==> config.mk <==
export PLATFORM = sky130hd
export DESIGN_NAME = mips_stim_ctrl
export DESIGN_NICKNAME = d
export VERILOG_FILES = /design/src/rtl/mips_stim_ctrl_pkg.sv /design/src/rtl/mips_irq_channel.sv /design/src/rtl/mips_stim_ctrl.sv
export SDC_FILE = /design/constraint.sdc
export NUM_CORES = 1
export LEC_CHECK = 0
export CORE_MARGIN = 2
export CORE_UTILIZATION = 40
export CTS_BUF_LIST = sky130_fd_sc_hd__clkbuf_8
export DETAILED_ROUTE_END_ITERATION = 12
export MAX_ROUTING_LAYER = met4
export PLACE_DENSITY_LB_ADDON = 0.1
export REMOVE_ABC_BUFFERS = 1
export SETUP_SLACK_MARGIN = 0.5
export SLEW_MARGIN = 20
export SYNTH_ARGS = -nofsm -noshare
export SYNTH_HDL_FRONTEND = slang
export SYNTH_HIERARCHICAL = 1
export SYNTH_SLANG_ARGS = --single-unit
==> constraint.sdc <==
create_clock -name i_clk -period 3.2 [get_ports i_clk]
set_input_delay 0.48 -clock i_clk [delete_from_list [all_inputs] [get_ports i_clk]]
set_output_delay 0.48 -clock i_clk [all_outputs]
set_load 0.005 [all_outputs]
==> src/rtl/mips_stim_ctrl_pkg.sv <==
// Shared types and width helpers for the MIPS stimulus/control harness.
package mips_stim_ctrl_pkg;

   typedef enum logic [1:0] {
      ST_RST  = 2'd0,
      ST_RUN  = 2'd1,
      ST_DONE = 2'd2
   } state_t;

   function automatic int calc_ch_w(input int n);
      return (n <= 1) ? 1 : $clog2(n);
   endfunction

   // Width of a counter that must hold every value 0..n inclusive.
   function automatic int calc_cnt_w(input int n);
      return $clog2(n) + 1;
   endfunction

endpackage

==> src/rtl/mips_irq_channel.sv <==
// One periodic interrupt channel: period register, phase counter and sticky irq bit.
module mips_irq_channel #(
   parameter int PERIOD_W = 16
) (
   input  logic                i_clk,
   input  logic                i_reset,
   input  logic                i_clr,
   input  logic                i_run,
   input  logic                i_we,
   input  logic [PERIOD_W-1:0] i_period,
   input  logic                i_ack,
   output logic                o_irq
);

   logic [PERIOD_W-1:0] r_period;
   logic [PERIOD_W-1:0] r_phase;
   logic                r_irq;
   logic                w_active;
   logic                w_wrap;
   logic                w_fire;

   assign w_active = (r_period != '0);
   assign w_wrap   = (r_phase == r_period - PERIOD_W'(1));
   // A config write restarts the phase, so the old phase cannot fire that cycle.
   assign w_fire   = i_run && !i_we && w_active && w_wrap;

   always_ff @(posedge i_clk) begin
      if (!i_reset) begin
         r_period <= '0;
         r_phase  <= '0;
         r_irq    <= 1'b0;
      end else begin
         if (i_we) r_period <= i_period;
         if (i_clr) begin
            r_phase <= '0;
            r_irq   <= 1'b0;
         end else begin
            if (i_we)
               r_phase <= '0;
            else if (i_run && w_active)
               r_phase <= w_wrap ? '0 : r_phase + PERIOD_W'(1);
            if (i_run) r_irq <= w_fire | (r_irq & ~i_ack);
         end
      end
   end

   assign o_irq = r_irq;

endmodule

==> src/rtl/mips_stim_ctrl.sv <==
// Stimulus/control harness for the MIPS core: reset sequencing, periodic
// interrupts, cycle counting and end-of-run detection (PC halt or timeout).
module mips_stim_ctrl
   import mips_stim_ctrl_pkg::*;
#(
   parameter  int N_IRQ       = 6,
   parameter  int RST_CYCLES  = 8,
   parameter  int PERIOD_W    = 16,
   parameter  int TIMEOUT     = 100000,
   parameter  int STALL_LIMIT = 64,
   localparam int CH_W        = calc_ch_w(N_IRQ)
) (
   input  logic                i_clk,
   input  logic                i_reset,
   input  logic                i_start,
   input  logic                i_cfg_we,
   input  logic [CH_W-1:0]     i_cfg_ch,
   input  logic [PERIOD_W-1:0] i_cfg_period,
   input  logic [N_IRQ-1:0]    i_irq_ack,
   input  logic [31:0]         i_pc_in,
   input  logic                i_pc_valid,
   output logic                o_cpu_reset,
   output logic [N_IRQ-1:0]    o_irq,
   output logic [31:0]         o_cycle_cnt,
   output logic                o_done,
   output logic                o_timeout
);

   localparam int                 RST_W      = calc_cnt_w(RST_CYCLES);
   localparam int                 STALL_W    = calc_cnt_w(STALL_LIMIT);
   localparam logic [RST_W-1:0]   RST_LAST   = RST_W'(RST_CYCLES - 1);
   localparam logic [STALL_W-1:0] STALL_LAST = STALL_W'(STALL_LIMIT - 1);
   localparam logic [31:0]        CYC_LAST   = 32'(TIMEOUT - 1);

   state_t             r_state;
   state_t             w_state_nxt;
   logic [RST_W-1:0]   r_rst_cnt;
   logic [31:0]        r_cycle_cnt;
   logic [STALL_W-1:0] r_stall_cnt;
   logic [31:0]        r_last_pc;
   logic               r_last_vld;
   logic               r_done;
   logic               r_timeout;
   logic               r_cpu_reset;
   logic               w_restart;
   logic               w_run;
   logic               w_pc_same;
   logic [STALL_W-1:0] w_stall_nxt;
   logic [31:0]        w_cycle_nxt;
   logic               w_halt;
   logic               w_tmo;
   logic [N_IRQ-1:0]   w_irq;

   assign w_restart   = i_start && (r_state != ST_RST);
   assign w_run       = (r_state == ST_RUN);
   assign w_pc_same   = r_last_vld && (i_pc_in == r_last_pc);
   assign w_stall_nxt = !i_pc_valid ? r_stall_cnt :
                        w_pc_same   ? r_stall_cnt + STALL_W'(1) : '0;
   assign w_cycle_nxt = r_cycle_cnt + 32'd1;
   assign w_halt      = (w_stall_nxt == STALL_LAST);
   assign w_tmo       = (w_cycle_nxt == CYC_LAST);

   always_ff @(posedge i_clk) begin
      if (!i_reset) r_state <= ST_RST;
      else          r_state <= w_state_nxt;
   end

   always_comb begin
      w_state_nxt = r_state;
      unique case (r_state)
         ST_RST:  if (r_rst_cnt == RST_LAST) w_state_nxt = ST_RUN;
         ST_RUN: begin
            if (i_start)               w_state_nxt = ST_RST;
            else if (w_halt || w_tmo)  w_state_nxt = ST_DONE;
         end
         ST_DONE: if (i_start) w_state_nxt = ST_RST;
         default: w_state_nxt = ST_RST;
      endcase
   end

   always_ff @(posedge i_clk) begin
      if (!i_reset) begin
         r_rst_cnt   <= '0;
         r_cycle_cnt <= '0;
         r_stall_cnt <= '0;
         r_last_pc   <= '0;
         r_last_vld  <= 1'b0;
         r_done      <= 1'b0;
         r_timeout   <= 1'b0;
         r_cpu_reset <= 1'b1;
      end else begin
         r_cpu_reset <= (w_state_nxt == ST_RST);
         if (w_restart) begin
            r_rst_cnt   <= '0;
            r_cycle_cnt <= '0;
            r_stall_cnt <= '0;
            r_last_vld  <= 1'b0;
            r_done      <= 1'b0;
            r_timeout   <= 1'b0;
         end else if (r_state == ST_RST) begin
            r_rst_cnt <= r_rst_cnt + RST_W'(1);
         end else if (r_state == ST_RUN) begin
            r_cycle_cnt <= w_cycle_nxt;
            r_stall_cnt <= w_stall_nxt;
            if (i_pc_valid) begin
               r_last_pc  <= i_pc_in;
               r_last_vld <= 1'b1;
            end
            // Halt takes precedence when both end conditions land together.
            if (w_halt || w_tmo) begin
               r_done    <= 1'b1;
               r_timeout <= !w_halt;
            end
         end
      end
   end

   for (genvar g = 0; g < N_IRQ; g++) begin : g_ch
      mips_irq_channel #(.PERIOD_W(PERIOD_W)) u_ch (
         .i_clk    (i_clk),
         .i_reset  (i_reset),
         .i_clr    (w_restart),
         .i_run    (w_run),
         .i_we     (i_cfg_we && (i_cfg_ch == CH_W'(g))),
         .i_period (i_cfg_period),
         .i_ack    (i_irq_ack[g]),
         .o_irq    (w_irq[g])
      );
   end

   assign o_cpu_reset = r_cpu_reset;
   assign o_irq       = w_irq;
   assign o_cycle_cnt = r_cycle_cnt;
   assign o_done      = r_done;
   assign o_timeout   = r_timeout;

endmodule

# Word-level counts from Yosys, hierarchy flattened
# Index checks and enable logic that the tools add are counted.
word_totals:
  reg_bits: 279
  in_bits: 62
  output_inout_bits: 41
op_classes:
  add_sub_neg: 15
  eq_ne: 17
  muxes: 13
  bitwise_logic: 21
  n_reduce_logical: 61
ops:
  columns: ["op", "n"]
  rows:
  - ["adder 16 x 1 -> 16 bit, second input constant", 6]
  - ["equality test 16 bit", 6]
  - ["two-way mux 16 bit", 6]
  - ["nonzero test 16 bit", 6]
  - ["subtractor 16 x 1 -> 16 bit, second input constant", 6]
  - ["adder 32 x 1 -> 32 bit, second input constant", 1]
  - ["equality test 32 x 17 -> 1 bit, second input constant", 1]
  - ["equality test 32 bit", 1]
  - ["logical AND 1 bit", 32]
  - ["OR reduction 3 bit", 6]
  - ["two-way mux 7 bit", 2]
  - ["inverter 1 bit", 9]
  - ["two-way mux 2 bit", 4]
  - ["adder 7 x 1 -> 7 bit, second input constant", 1]
  - ["equality test 7 x 6 -> 1 bit, second input constant", 1]
  - ["zero test 1 bit", 7]
  - ["bitwise AND 1 bit", 6]
  - ["equality test 3 x 2 -> 1 bit, second input constant", 2]
  - ["equality test 3 bit, second input constant", 2]
  - ["bitwise OR 1 bit", 6]
  - ["one-hot mux 2 bit (3 select lines)", 1]
  - ["AND reduction 3 bit", 2]
  - ["adder 4 x 1 -> 4 bit, second input constant", 1]
  - ["equality test 4 x 3 -> 1 bit, second input constant", 1]
  - ["10 further kinds", 11]

# Logic depth before layout (Yosys ltp)
depth:
  depth_word: 10
  ltp_mapped: 10
  depth_no_buf: 8

# By module
# Netlist, hierarchy kept.
by_module_without_submodules:
  columns: ["module", "instances", "cells_each", "area_each_um2", "seq_area_each_um2"]
  rows:
  - ["mips_irq_channel", 6, 233, 2087.0, 660.6]
  - ["mips_stim_ctrl", 1, 546, 4379.2, 1621.6]

# Worst setup path after synthesis
# No wires, ideal clock.
synth_timing:
  path_type: "register to register"
  startpoint: "register r_state[1]"
  endpoint: "register g_ch[0].u_ch.r_phase[10]"
  setup_time_ns: 0.070
  t_arrival_ns: 2.588
  required_ns: 3.130
  slack_ns: 0.542
  path_stages_with_launch: 9
  synth_period_minus_slack_ns: 2.658
  cell_sequence: "dfxtp_1 > nand2b_1 > clkbuf_1 > clkinv_1 > clkbuf_1 > o2111ai_1 > or3_1 > a21o_1 > a21oi_1"
synth_rtl:
  columns: ["item", "line_no", "rtl"]
  rows:
  - ["start, declared", "mips_stim_ctrl.sv:35", "state_t r_state;"]
  - ["start signal, assigned", "mips_stim_ctrl.sv:65", "else r_state <= w_state_nxt;"]
  - ["equality test 2 x 1 -> 1 bit", "mips_stim_ctrl.sv:55", "assign w_run = (r_state == ST_RUN);"]
  - ["net w_run", "mips_stim_ctrl.sv:46", "logic w_run;"]
  - ["logical AND 1 bit", "mips_irq_channel.sv:40", "else if (i_run && w_active)"]
  - ["end signal, assigned", "mips_irq_channel.sv:41", "r_phase <= w_wrap ? '0 : r_phase + PERIOD_W'(1);"]
  - ["end, declared", "mips_irq_channel.sv:16", "logic [PERIOD_W-1:0] r_phase;"]
# The timed path passes the listed nets, and every way through them passes these cells.
# A chain may end at the register's enable or synchronous reset.

# Final worst setup path
layout_timing:
  startpoint: "register g_ch[1].u_ch.r_period[7]"
  endpoint: "register g_ch[1].u_ch.r_phase[8]"
layout_via:
  elab_chain_cells: 3
layout_rtl:
  columns: ["item", "line_no", "rtl"]
  rows:
  - ["start, declared", "mips_irq_channel.sv:15", "logic [PERIOD_W-1:0] r_period;"]
  - ["start signal, assigned", "mips_irq_channel.sv:33", "if (i_we) r_period <= i_period;"]
  - ["subtractor 16 x 1 -> 16 bit", "mips_irq_channel.sv:23", "assign w_wrap = (r_phase == r_period - PERIOD_W'(1));"]
  - ["equality test 16 bit", "mips_irq_channel.sv:23", null]
  - ["two-way mux 16 bit", "mips_irq_channel.sv:41", null]
  - ["end signal, assigned", "mips_irq_channel.sv:41", null]
  - ["end, declared", "mips_irq_channel.sv:16", null]
# Parallel ways exist; a longest one is shown, timed or not.

==> results.toml <==
[routing]
viasPerCell = 5.395
drtAntennaViolNets = 0
drc = 0
drtPass1Iterations = 5
wl_per_cell_um = 17.02
wl_mm = 44.57
num_vias = 14130
drt_iter0_drc = 662

[yosys]
synth-edff-count = 0
synth_area_um2 = 16900
syn_avg_cell_area_um2 = 8.694
synth_top_family_by_area = "simple AND/OR/NAND/NOR gates"
synth-simple-area-share_pct = 26.54
synthXorXnorAreaFrac_pct = 12.49
async_reset_ff_share_pct = 0
seq_area_frac_synth_pct = 33.05
synth-seq-cells = 279
synth_cell_types = 74
ys_warn_count = 6
synth.area.mux_share_pct = 7.921
synthAdderAreaFrac_pct = 1.184
synthFlopType = "dfxtp_1"
synth_compound_area_share_pct = 14.61
synthesis.instances = 1944

[timing]
worst_hold_slack_ps = 364.8
finClkSkew_ps = 34.16
tightest_slew_ps = 820.4
rsz0062_at_grt = "no"
fin_tns_setup_ps = 0
hold_viol = 0
relSlewSlack_pct = 45.25
slew_violations = 0
finalCritPeriodShare_pct = 79.66
finalSetupViolations = 0
min_period_ps = 2549
clock.fmax_ghz = 0.3923

[finish]
seqCellArea_um2 = 5585
nNetsFinal = 2117
antenna_cells = 0
final_util_pct = 47.15
multi_input_area_um2 = 10660
drive_gt1_share_pct = 9.375
area_growth_pct = 16.77
n_fill_cell = 4093

[setup_path]
worstSetupEndpointType = "flip-flop"
startpoint = "g_ch[1].u_ch/r_period[7]"
slowest_stage = "o2111ai_1"
path_delay_family = "simple AND/OR/NAND/NOR gates"
reg2reg_depth = 6
slowest_delay_ps = 720
cp_cell_sequence = "nor4_1 -> nand3b_1 -> o2111ai_1 -> nor2_1 -> xnor2_1 -> a211oi_1"
crit_end = "g_ch[1].u_ch/r_phase[8]"
cp_num_buf_inv = 0
r2r-end = "g_ch[1].u_ch/r_phase[8]"
ff2ff_setup_slack_ps = 650
worstPathRequired_ps = 3720
path_class = "reg2reg"
startpoint_type = "flip-flop"
cp_max_fo = 9
crit_cells = 6
reg2reg_from = "g_ch[1].u_ch/r_period[7]"
cp.arrival_ps = 3070

[floorplanning]
design.core.area_um2 = 41850
dieHeight_um = 209.6
pin_count = 103
dieArea_um2 = 43910
start_util_pct = 40.38
row_count = 75
fp.dieW_um = 209.6

[run_status]
status = "finished clean"

[cts]
cts_root_buf = "clkbuf_8"
cts.sinks = 279
cts_max_level = 2
cts_hold_buf = 0
insertion_delay_ps = 630
clockBufferDepth = 3
cts_tree = "yes"
path_clk_slew_ps = 60
cts_buffers = 53

[global_routing]
grt_overflow = 0
grt_start_max_net_pins = 44
use_met1_pct = 28.32
grt_pass1_vias = 13566
antenna_found_initial = 0
grt_busiest_layer = "met2"
grtUsageMet3_pct = 3.606
grt_usage_pct = 20.88
grt_use_met2_pct = 32.21
grt_first_pass_wirelength_mm = 72.75

[worst_hold_path]
hold_class = "in2reg"
min_from = "i_reset"

[placement]
gp_congestion = 0.9001
portBuffers = 102
dp.final_hpwl_mm = 30.78

[pwr]
leakagePower_nw = 6.823
irDropWorstVdd_mv = 0.2497
powerDensity_nw_per_um2 = 418.9

[job]
cap_violations = 0
==> cell usage after synthesis, types with 9 or more instances <==
cell type | instances | area [um^2]
clkbuf_1 | 63 | 236.5
a21oi_1 | 48 | 240.2
and2b_1 | 12 | 90.09
and2_1 | 11 | 68.82
nor2_1 | 146 | 548.0
buf_6 | 12 | 135.1
nand3_1 | 42 | 210.2
a211oi_1 | 82 | 615.6
nor3_1 | 46 | 230.2
buf_2 | 17 | 85.08
nor3b_1 | 22 | 165.2
o31a_1 | 20 | 175.2
nand2_1 | 152 | 570.6
a31oi_1 | 9 | 56.30
nand3b_1 | 12 | 90.09
or3_1 | 17 | 106.4
xnor2_1 | 145 | 1270
nor4_1 | 44 | 275.3
nand2b_1 | 28 | 175.2
a21o_1 | 12 | 90.09
dfxtp_1 | 279 | 5585
inv_1 | 54 | 202.7
nor2b_1 | 105 | 656.9
nand4_1 | 59 | 369.1
xor2_1 | 96 | 840.8
mux2i_1 | 127 | 1271
a21boi_0 | 32 | 240.2
o21ai_0 | 68 | 340.3
and4_1 | 9 | 78.83
ha_1 | 16 | 200.2
==> area by class of cell <==
cell class,count,area share [%]
multi-input cells,1510,54.04
clock buffers,71,4.951
flip-flops and latches,279,28.30
inverters,55,1.046
repair buffers,140,7.050
clock inverters,25,1.198
well taps,539,3.417
==> worst min-delay path by stage <==
stage	slack, ps	endpoint	depth (start not counted)
after floorplan	430	r_last_vld	2
after global placement	460	r_last_vld	2
after detailed placement	460	r_last_vld	2
after CTS	310	r_last_pc[8]	2
after global routing	350	r_last_pc[8]	2
final	360	r_last_pc[8]	2
==> timing repair <==
item	4_1_cts	5_1_grt
setup buffers	0	8
hold endpoints to repair	0	0
endpoints found under the setup margin	0	81
resized for setup	0	8
==> per-stage QoR <==
| step | cells | setup WS, ps | cell area [um^2] | power (W) |
|---|---|---|---|---|
| final | 2619 | 651.0 | 19740 | 0.008267 |
| after global routing | 2619 | 505.6 | 19740 | 0.008644 |
| after CTS | 2611 | 540.8 | 19560 | 0.008402 |
| after detailed placement | 2515 | 394.2 | 18350 | 0.004374 |
| after global placement | 2515 | 330.3 | 18350 | 0.004365 |
| after floorplan | 1844 | -252.6 | 16400 | 0.004099 |
==> report_power, final <==
group / internal (W) / switching, W / total, W / leakage [nW]
registers: 0.00351 / 0.0000481 / 0.00356 / 2.25
logic: 0.000353 / 0.000392 / 0.000745 / 3.89
clock network: 0.00237 / 0.00159 / 0.00397 / 0.680
==> cell families after synthesis <==
family                   after synthesis
AND/OR/NAND/NOR                      774
AO/OA/AOI/OAI                        346
flip-flops                           279
XOR/XNOR                             241
buffers and inverters                155
multiplexers                         133
adder cells (fa/ha/maj)               16
==> sequential cells by signal, indices dropped and copies added (netlist names) <==
name	count
g_ch.u_ch/o_irq	6
g_ch.u_ch/r_period	96
g_ch.u_ch/r_phase	96
o_cpu_reset	1
o_cycle_cnt	32
o_done	1
o_timeout	1
r_last_pc	32
r_last_vld	1
r_rst_cnt	4
r_stall_cnt	7
r_state	2
==> worst register-to-register path: stages (launching register included) <==
cell       delay, ps
dfxtp_1          380
nor4_1           630
nand3b_1         220
o2111ai_1        720
nor2_1           160
xnor2_1          160
a211oi_1         190
==> placed cells by master, fill, tap and decap left out, drive strengths merged, types with 11 or more instances in the layout <==
| master | instances |
|---|---|
| a21oi | 54 |
| a21boi | 38 |
| nand4 | 61 |
| inv | 70 |
| nor2 | 147 |
| xor2 | 96 |
| or3 | 23 |
| nor3b | 22 |
| mux2i | 127 |
| nand2b | 28 |
| dfxtp | 279 |
| xnor2 | 145 |
| a211oi | 88 |
| o31a | 20 |
| nand3 | 43 |
| nand2 | 153 |
| nor3 | 46 |
| and2b | 12 |
| nor2b | 105 |
| o21ai | 74 |
| a21o | 12 |
| buf | 39 |
| nand3b | 12 |
| nor4 | 53 |
| clkdlybuf4s50 | 101 |
| and2 | 11 |
| clkbuf | 71 |
| ha | 16 |
==> layer usage <==
| metal | wire (um) | up-vias |
|---|---|---|
| met4 | 952 | 0 |
| met1 | 22110 | 6708 |
| li1 | - | 7139 |
| met2 | 19960 | 211 |
| met5 | 0 | - |
| met3 | 1543 | 72 |
No activity file was read; power rests on OpenSTA's default activity.
